==> src/rtl/mem_arb_pkg.sv <==
// Shared types and default widths for the RAM arbiter slice.
// Optional round-robin arbitration is enabled with the MEM_ARB_RR_EN macro.
package mem_arb_pkg;

  localparam int ADDR_W_DEF = 11;
  localparam int DATA_W_DEF = 9;

  typedef enum logic [2:0] {
    IDLE    = 3'd0,
    WRITE   = 3'd1,
    READ    = 3'd2,
    CAPTURE = 3'd3,
    ACK     = 3'd4
  } state_e;

  typedef enum logic {
    GNT_FETCH = 1'b0,
    GNT_DATA  = 1'b1
  } gnt_e;

endpackage

==> src/rtl/mem_arbiter_if.sv <==
// Bus bundle between the fetch/data requesters, the arbiter and the single-port RAM.
// slave = arbiter view, master = requesters plus RAM view.
interface mem_arbiter_if #(
  parameter int ADDR_W = mem_arb_pkg::ADDR_W_DEF,
  parameter int DATA_W = mem_arb_pkg::DATA_W_DEF
);

  logic              f_req;
  logic [ADDR_W-1:0] f_addr;
  logic              f_ack;
  logic              d_req;
  logic              d_we;
  logic [ADDR_W-1:0] d_addr;
  logic [DATA_W-1:0] d_wdata;
  logic              d_ack;
  logic [DATA_W-1:0] rdata;
  logic              busy;
  logic [ADDR_W-1:0] ram_addr;
  logic [DATA_W-1:0] ram_di;
  logic [DATA_W-1:0] ram_do;
  logic              ram_en;
  logic              ram_we;
  logic              ram_re;

  modport slave (
    input  f_req, f_addr, d_req, d_we, d_addr, d_wdata, ram_do,
    output f_ack, d_ack, rdata, busy, ram_addr, ram_di, ram_en, ram_we, ram_re
  );

  modport master (
    output f_req, f_addr, d_req, d_we, d_addr, d_wdata, ram_do,
    input  f_ack, d_ack, rdata, busy, ram_addr, ram_di, ram_en, ram_we, ram_re
  );

endinterface

==> src/rtl/mem_arb_pick.sv <==
// Combinational winner select between fetch and data requests.
// Fixed data-over-fetch priority by default; round-robin on ties with MEM_ARB_RR_EN.
module mem_arb_pick
  import mem_arb_pkg::*;
(
`ifdef MEM_ARB_RR_EN
  input  gnt_e last_gnt,
`endif
  input  logic f_req,
  input  logic d_req,
  output logic req_any,
  output gnt_e gnt
);

  // Winner select; a lone requester always wins
  always_comb begin
    req_any = f_req | d_req;
    gnt     = GNT_FETCH;
    if (f_req && d_req) begin
`ifdef MEM_ARB_RR_EN
      gnt = (last_gnt == GNT_DATA) ? GNT_FETCH : GNT_DATA;
`else
      gnt = GNT_DATA;
`endif
    end else if (d_req) begin
      gnt = GNT_DATA;
    end else begin
      gnt = GNT_FETCH;
    end
  end

endmodule

==> src/rtl/mem_arbiter.sv <==
// Arbitrates fetch/data ports onto a 1-cycle-read single-port RAM with registered strobes.
// Define MEM_ARB_RR_EN for round-robin tie breaking instead of fixed data priority.
module mem_arbiter
  import mem_arb_pkg::*;
#(
  parameter int ADDR_W = ADDR_W_DEF,
  parameter int DATA_W = DATA_W_DEF
) (
  input  logic          clk,
  input  logic          rst_n,
  mem_arbiter_if.slave  bus
);

  state_e            state_r, next_state_s;
  gnt_e              gnt_r, gnt_s, pick_gnt_s;
  logic              req_any_s;

  logic              ram_en_r, ram_en_s;
  logic              ram_we_r, ram_we_s;
  logic              ram_re_r, ram_re_s;
  logic [ADDR_W-1:0] ram_addr_r, ram_addr_s;
  logic [DATA_W-1:0] ram_di_r, ram_di_s;
  logic [DATA_W-1:0] rdata_r, rdata_s;
  logic              f_ack_r, f_ack_s;
  logic              d_ack_r, d_ack_s;
  logic              busy_r, busy_s;

  // The held grant doubles as the last-grant memory for round-robin
  mem_arb_pick u_pick (
`ifdef MEM_ARB_RR_EN
    .last_gnt (gnt_r),
`endif
    .f_req    (bus.f_req),
    .d_req    (bus.d_req),
    .req_any  (req_any_s),
    .gnt      (pick_gnt_s)
  );

  // State and grant registers
  always_ff @(posedge clk or negedge rst_n) begin
    if (!rst_n) begin
      state_r <= IDLE;
      gnt_r   <= GNT_FETCH;
    end else begin
      state_r <= next_state_s;
      gnt_r   <= gnt_s;
    end
  end

  // Next-state and grant latch
  always_comb begin
    next_state_s = state_r;
    gnt_s        = gnt_r;
    case (state_r)
      IDLE: begin
        if (req_any_s) begin
          gnt_s        = pick_gnt_s;
          next_state_s = ((pick_gnt_s == GNT_DATA) && bus.d_we) ? WRITE : READ;
        end else begin
          next_state_s = IDLE;
        end
      end
      WRITE:   next_state_s = ACK;
      READ:    next_state_s = CAPTURE;
      CAPTURE: next_state_s = ACK;
      ACK:     next_state_s = IDLE;
      default: next_state_s = IDLE;
    endcase
  end

  // Next values of the registered outputs; strobes only ever leave IDLE
  always_comb begin
    ram_en_s   = 1'b0;
    ram_we_s   = 1'b0;
    ram_re_s   = 1'b0;
    ram_addr_s = ram_addr_r;
    ram_di_s   = ram_di_r;
    rdata_s    = rdata_r;
    f_ack_s    = 1'b0;
    d_ack_s    = 1'b0;
    busy_s     = (next_state_s != IDLE);
    case (state_r)
      IDLE: begin
        if (req_any_s) begin
          ram_en_s = 1'b1;
          if (pick_gnt_s == GNT_DATA) begin
            ram_addr_s = bus.d_addr;
            if (bus.d_we) begin
              ram_we_s = 1'b1;
              ram_di_s = bus.d_wdata;
            end else begin
              ram_re_s = 1'b1;
            end
          end else begin
            ram_addr_s = bus.f_addr;
            ram_re_s   = 1'b1;
          end
        end else begin
          ram_en_s = 1'b0;
        end
      end
      WRITE: begin
        f_ack_s = (gnt_r == GNT_FETCH);
        d_ack_s = (gnt_r == GNT_DATA);
      end
      CAPTURE: begin
        rdata_s = bus.ram_do;
        f_ack_s = (gnt_r == GNT_FETCH);
        d_ack_s = (gnt_r == GNT_DATA);
      end
      READ, ACK: begin
        f_ack_s = 1'b0;
        d_ack_s = 1'b0;
      end
      default: begin
        f_ack_s = 1'b0;
        d_ack_s = 1'b0;
      end
    endcase
  end

  // Output registers; async reset drops strobes before any pending write edge
  always_ff @(posedge clk or negedge rst_n) begin
    if (!rst_n) begin
      ram_en_r   <= 1'b0;
      ram_we_r   <= 1'b0;
      ram_re_r   <= 1'b0;
      ram_addr_r <= {ADDR_W{1'b0}};
      ram_di_r   <= {DATA_W{1'b0}};
      rdata_r    <= {DATA_W{1'b0}};
      f_ack_r    <= 1'b0;
      d_ack_r    <= 1'b0;
      busy_r     <= 1'b0;
    end else begin
      ram_en_r   <= ram_en_s;
      ram_we_r   <= ram_we_s;
      ram_re_r   <= ram_re_s;
      ram_addr_r <= ram_addr_s;
      ram_di_r   <= ram_di_s;
      rdata_r    <= rdata_s;
      f_ack_r    <= f_ack_s;
      d_ack_r    <= d_ack_s;
      busy_r     <= busy_s;
    end
  end

  assign bus.ram_en   = ram_en_r;
  assign bus.ram_we   = ram_we_r;
  assign bus.ram_re   = ram_re_r;
  assign bus.ram_addr = ram_addr_r;
  assign bus.ram_di   = ram_di_r;
  assign bus.rdata    = rdata_r;
  assign bus.f_ack    = f_ack_r;
  assign bus.d_ack    = d_ack_r;
  assign bus.busy     = busy_r;

endmodule

==> src/flat_wrapper.sv <==
// flat-port wrapper written by rule: the top's interface ports become plain ports
module mem_arbiter_flat import mem_arb_pkg::*;
#(
  parameter int ADDR_W = ADDR_W_DEF,
  parameter int DATA_W = DATA_W_DEF
)
  (clk, rst_n, bus_f_req, bus_f_addr, bus_d_req, bus_d_we, bus_d_addr, bus_d_wdata, bus_ram_do, bus_f_ack, bus_d_ack, bus_rdata, bus_busy, bus_ram_addr, bus_ram_di, bus_ram_en, bus_ram_we, bus_ram_re);
  mem_arbiter_if #(.ADDR_W(ADDR_W), .DATA_W(DATA_W)) bus_i ();
  input  logic clk;
  input  logic rst_n;
  input wire logic [$bits(bus_i.f_req)-1:0] bus_f_req;
  input wire logic [$bits(bus_i.f_addr)-1:0] bus_f_addr;
  input wire logic [$bits(bus_i.d_req)-1:0] bus_d_req;
  input wire logic [$bits(bus_i.d_we)-1:0] bus_d_we;
  input wire logic [$bits(bus_i.d_addr)-1:0] bus_d_addr;
  input wire logic [$bits(bus_i.d_wdata)-1:0] bus_d_wdata;
  input wire logic [$bits(bus_i.ram_do)-1:0] bus_ram_do;
  output wire logic [$bits(bus_i.f_ack)-1:0] bus_f_ack;
  output wire logic [$bits(bus_i.d_ack)-1:0] bus_d_ack;
  output wire logic [$bits(bus_i.rdata)-1:0] bus_rdata;
  output wire logic [$bits(bus_i.busy)-1:0] bus_busy;
  output wire logic [$bits(bus_i.ram_addr)-1:0] bus_ram_addr;
  output wire logic [$bits(bus_i.ram_di)-1:0] bus_ram_di;
  output wire logic [$bits(bus_i.ram_en)-1:0] bus_ram_en;
  output wire logic [$bits(bus_i.ram_we)-1:0] bus_ram_we;
  output wire logic [$bits(bus_i.ram_re)-1:0] bus_ram_re;
  assign bus_i.f_req = bus_f_req;
  assign bus_i.f_addr = bus_f_addr;
  assign bus_i.d_req = bus_d_req;
  assign bus_i.d_we = bus_d_we;
  assign bus_i.d_addr = bus_d_addr;
  assign bus_i.d_wdata = bus_d_wdata;
  assign bus_i.ram_do = bus_ram_do;
  assign bus_f_ack = bus_i.f_ack;
  assign bus_d_ack = bus_i.d_ack;
  assign bus_rdata = bus_i.rdata;
  assign bus_busy = bus_i.busy;
  assign bus_ram_addr = bus_i.ram_addr;
  assign bus_ram_di = bus_i.ram_di;
  assign bus_ram_en = bus_i.ram_en;
  assign bus_ram_we = bus_i.ram_we;
  assign bus_ram_re = bus_i.ram_re;
  mem_arbiter #(.ADDR_W(ADDR_W), .DATA_W(DATA_W)) u_core (.clk(clk), .rst_n(rst_n), .bus(bus_i));
endmodule
==> config.mk <==
export PLATFORM = sky130hd
export DESIGN_NAME = mem_arbiter_flat
export DESIGN_NICKNAME = d
export VERILOG_FILES = /design/src/rtl/mem_arb_pkg.sv /design/src/rtl/mem_arbiter_if.sv /design/src/rtl/mem_arb_pick.sv /design/src/rtl/mem_arbiter.sv /design/src/flat_wrapper.sv
export SDC_FILE = /design/constraint.sdc
export NUM_CORES = 1
export LEC_CHECK = 0
export BUFFER_PORTS_ARGS = -buffer_cell sky130_fd_sc_hd__buf_4
export CAP_MARGIN = 5
export CORE_ASPECT_RATIO = 2
export CORE_MARGIN = 1
export CORE_UTILIZATION = 45
export CTS_CLUSTER_SIZE = 30
export DETAILED_ROUTE_END_ITERATION = 16
export MAX_ROUTING_LAYER = met4
export PLACE_DENSITY = 0.79
export SYNTH_ARGS = -nofsm -noshare
export SYNTH_HDL_FRONTEND = slang
export SYNTH_SLANG_ARGS = --single-unit
export TNS_END_PERCENT = 5
==> constraint.sdc <==
create_clock -name clk -period 2.13 [get_ports clk]
set_clock_uncertainty 0.05 [all_clocks]
set_input_delay 0.1065 -clock clk [delete_from_list [all_inputs] [get_ports clk]]
set_output_delay 0.1065 -clock clk [all_outputs]
set_load 0.005 [all_outputs]
==> results.py <==
metrics = {
    "status": {
        "status": "complete, no violations",
    },
    "layout": {
        "final_cell_mix": "80 x buf_4, 39 x dfrtp_1, 23 x a21oi_1",
        "n_antenna_cell": 0,
        "fin_area_um2": 2420,
        "finalNetCount": 248,
        "area.growth.synth_to_final_pct": 49.8,
        "drive_gt1_share_pct": 53.9,
        "layout_commonest_cell": "buf_4",
    },
    "worst_setup_path": {
        "cp_max_fo": 10,
        "arrival_ns": 1.59,
        "crit_type": "reg2reg",
        "endpoint_kind": "flip-flop",
        "rr_endpoint": "u_core.bus.ram_di[5]",
        "critPathLaunchType": "flip-flop",
        "ff2ff_setup_slack_ns": 0.65,
        "cp.required_ns": 2.24,
        "reg2reg_depth": 3,
        "r2r-start": "u_core.state_r[1]",
    },
    "grt": {
        "grt_pass1_vias": 1333,
        "grt-ovfl-total": 0,
        "track_usage_pct": 20.4,
        "antenna_found_initial": 0,
        "grt_max_degree": 40,
        "grt_pass1_wl_um": 5690,
    },
    "pwr": {
        "p_leak_nw": 1.19,
        "peakVddDrop_mv": 0.908,
        "power_density_nw_per_um2": 1340,
        "total_power_mw": 3.25,
    },
    "detailed_routing": {
        "drtPass1Iterations": 4,
        "routedWlPerCell_um": 14.0,
        "first_iter_violations": 14,
        "dr_total_vias": 1228,
        "drc": 0,
        "postRouteAntennaNets": 0,
        "wl_um": 3540,
        "viasPerCell": 4.87,
    },
    "worst_hold_path": {
        "whs_endpoint": "u_core.bus.ram_di[3]",
        "hp-class": "in2reg",
        "worstHoldPathCells": 2,
        "min_from": "bus_d_wdata[3]",
    },
    "clocking": {
        "cts_made_buffers": 5,
        "post_cts_resized": 0,
        "clock-root-buffer": "clkbuf_8",
        "cts_max_path_buffers": 2,
        "cts-htree-levels": 2,
        "cts_sinks": 39,
        "clkTransAtPathRegs_ns": 0.08,
        "cts_tree": "done",
        "post_cts_buffers": 0,
        "clock_latency_ns": 0.28,
    },
    "yosys": {
        "synth-seq-cells": 39,
        "yosys.area_share.simple_pct": 5.43,
        "yosys_warnings": 0,
        "syn_area_per_cell_um2": 14.0,
        "synthesis.nets": 160,
        "synth_compound_area_share_pct": 8.84,
        "synth_top_family_by_area": "multiplexers",
        "synthAdderAreaFrac_pct": 0,
        "yosysUniqueCellTypes": 24,
        "synthCells": 115,
        "yosysSeqAreaShare_pct": 60.5,
        "synth_mux_area_share_pct": 21.5,
        "synth-xor-area-share_pct": 0,
        "syn-cell-area_um2": 1610,
    },
    "sta": {
        "whs_ns": 0.00499,
        "fin_crit_sh_pct": 69.7,
        "post-route-min-period_ns": 1.48,
        "hold_violations": 0,
        "rsz0062_at_grt": "no",
        "finalMaxSlewViolations": 0,
        "setup_tns_ns": 0,
        "setup_violations": 0,
        "slew-limit-headroom_pct": 52.0,
        "fmax_mhz": 674,
        "tightest_slew_ns": 0.719,
    },
    "floorplan": {
        "coreArea_um2": 3420,
        "io_pins": 80,
        "die_w_um": 44.4,
        "die_h_um": 86.7,
        "start_util_pct": 47.3,
        "fp.dieArea_um2": 3840,
        "core.rowCount": 30,
    },
    "placement": {
        "gp_congestion": 0.755,
        "place_area_um2": 2220,
        "portBuffers": 79,
        "hpwl_um": 2600,
    },
    "job": {
        "drv_cap": 0,
    },
}
## worst max path at each step
stage,from,end,slack [ns],depth (start not counted)
final,u_core.state_r[1],u_core.bus.ram_di[5],0.65,3
after global routing,u_core.state_r[1],u_core.bus.ram_di[7],0.60,3
after CTS,u_core.state_r[1],u_core.bus.ram_di[8],0.64,3
after detailed placement,bus_d_req,u_core.bus.ram_addr[3],0.56,4
after global placement,bus_d_req,u_core.bus.ram_addr[10],0.65,4
after floorplan,u_core.state_r[0],u_core.bus.ram_di[0],0.63,4
## stage by stage
stage	worst slack, ns	util [%]	std cells
floorplan	0.626	-	115
global placement	0.647	65.0	236
detailed placement	0.559	65.0	236
CTS	0.640	70.8	252
global route	0.601	70.8	252
finish	0.646	70.8	252
## worst max-delay path, cell delays in order, from the launching register on
cell and delay [ns]:
dfrtp_1 0.46, nor3_4 0.20, and3_4 0.33, mux2_4 0.32
## state kept, by name (all words and copies together) (netlist names)
name / flops
u_core.bus.ram_re: 1
u_core.state_r: 3
u_core.bus.f_ack: 1
u_core.bus.ram_we: 1
u_core.bus.ram_en: 1
u_core.bus.ram_addr: 11
u_core.bus.d_ack: 1
u_core.bus.rdata: 9
u_core.bus.busy: 1
u_core.gnt_r: 1
u_core.bus.ram_di: 9
## cell type report
| class | instances | area (um^2) |
|---|---|---|
| inverter | 2 | 7.51 |
| timing repair buffer | 88 | 681 |
| clock inverter | 2 | 35.0 |
| multi-input combinational | 67 | 577 |
| tap | 48 | 60.1 |
| fill | 243 | 997 |
| clock buffer | 6 | 82.6 |
| sequential | 39 | 976 |
## synthesized netlist by cell type
cell type	instances	share of area [%]
nand2_1	2	0.47
mux2_4	9	8.4
nor2b_1	1	0.39
mux2i_1	11	6.8
or2_0	1	0.39
and3_1	1	0.39
a211oi_1	1	0.47
nor3_1	1	0.31
dfrtp_1	39	60
o41a_1	1	0.70
buf_12	1	1.2
and2_4	1	0.54
buf_6	1	0.70
nor3_4	1	1.0
clkbuf_1	2	0.47
a22o_1	1	0.54
inv_1	2	0.47
and2b_1	1	0.47
and2_1	1	0.39
and3_4	1	0.70
buf_2	3	0.93
a21oi_1	23	7.1
nand2_2	1	0.39
mux2_2	9	6.3
## power by group
| group | switching [mW] | internal [mW] |
|---|---|---|
| logic | 0.479 | 0.820 |
| registers | 0.228 | 1.10 |
| clock network | 0.246 | 0.379 |
| total | 0.953 | 2.30 |
## layer usage
layer | global-route usage (%) | share of wire (%) | up-vias | wire length, um
met5 | - | 0 | - | 0
met1 | 21.7 | 38 | 583 | 1340
li1 | - | - | 578 | -
met4 | 7.99 | 1.8 | 0 | 63
met2 | 35.6 | 55 | 62 | 1930
met3 | 4.17 | 5.6 | 5 | 197
## logic make-up (layout without fill, tap and decap cells)
logic type | count (synthesis) | in the layout
buffers and inverters | 9 | 98
AO/OA/AOI/OAI | 26 | 26
multiplexers | 29 | 29
AND/OR/NAND/NOR | 12 | 12
flip-flops | 39 | 39
## what timing repair did
| action | CTS | global route |
|---|---|---|
| setup endpoints to repair | 0 | 0 |
| hold buffers | 8 | 0 |
| endpoints found under the hold margin | 46 | 0 |
Power figures use the tool's default switching activity.
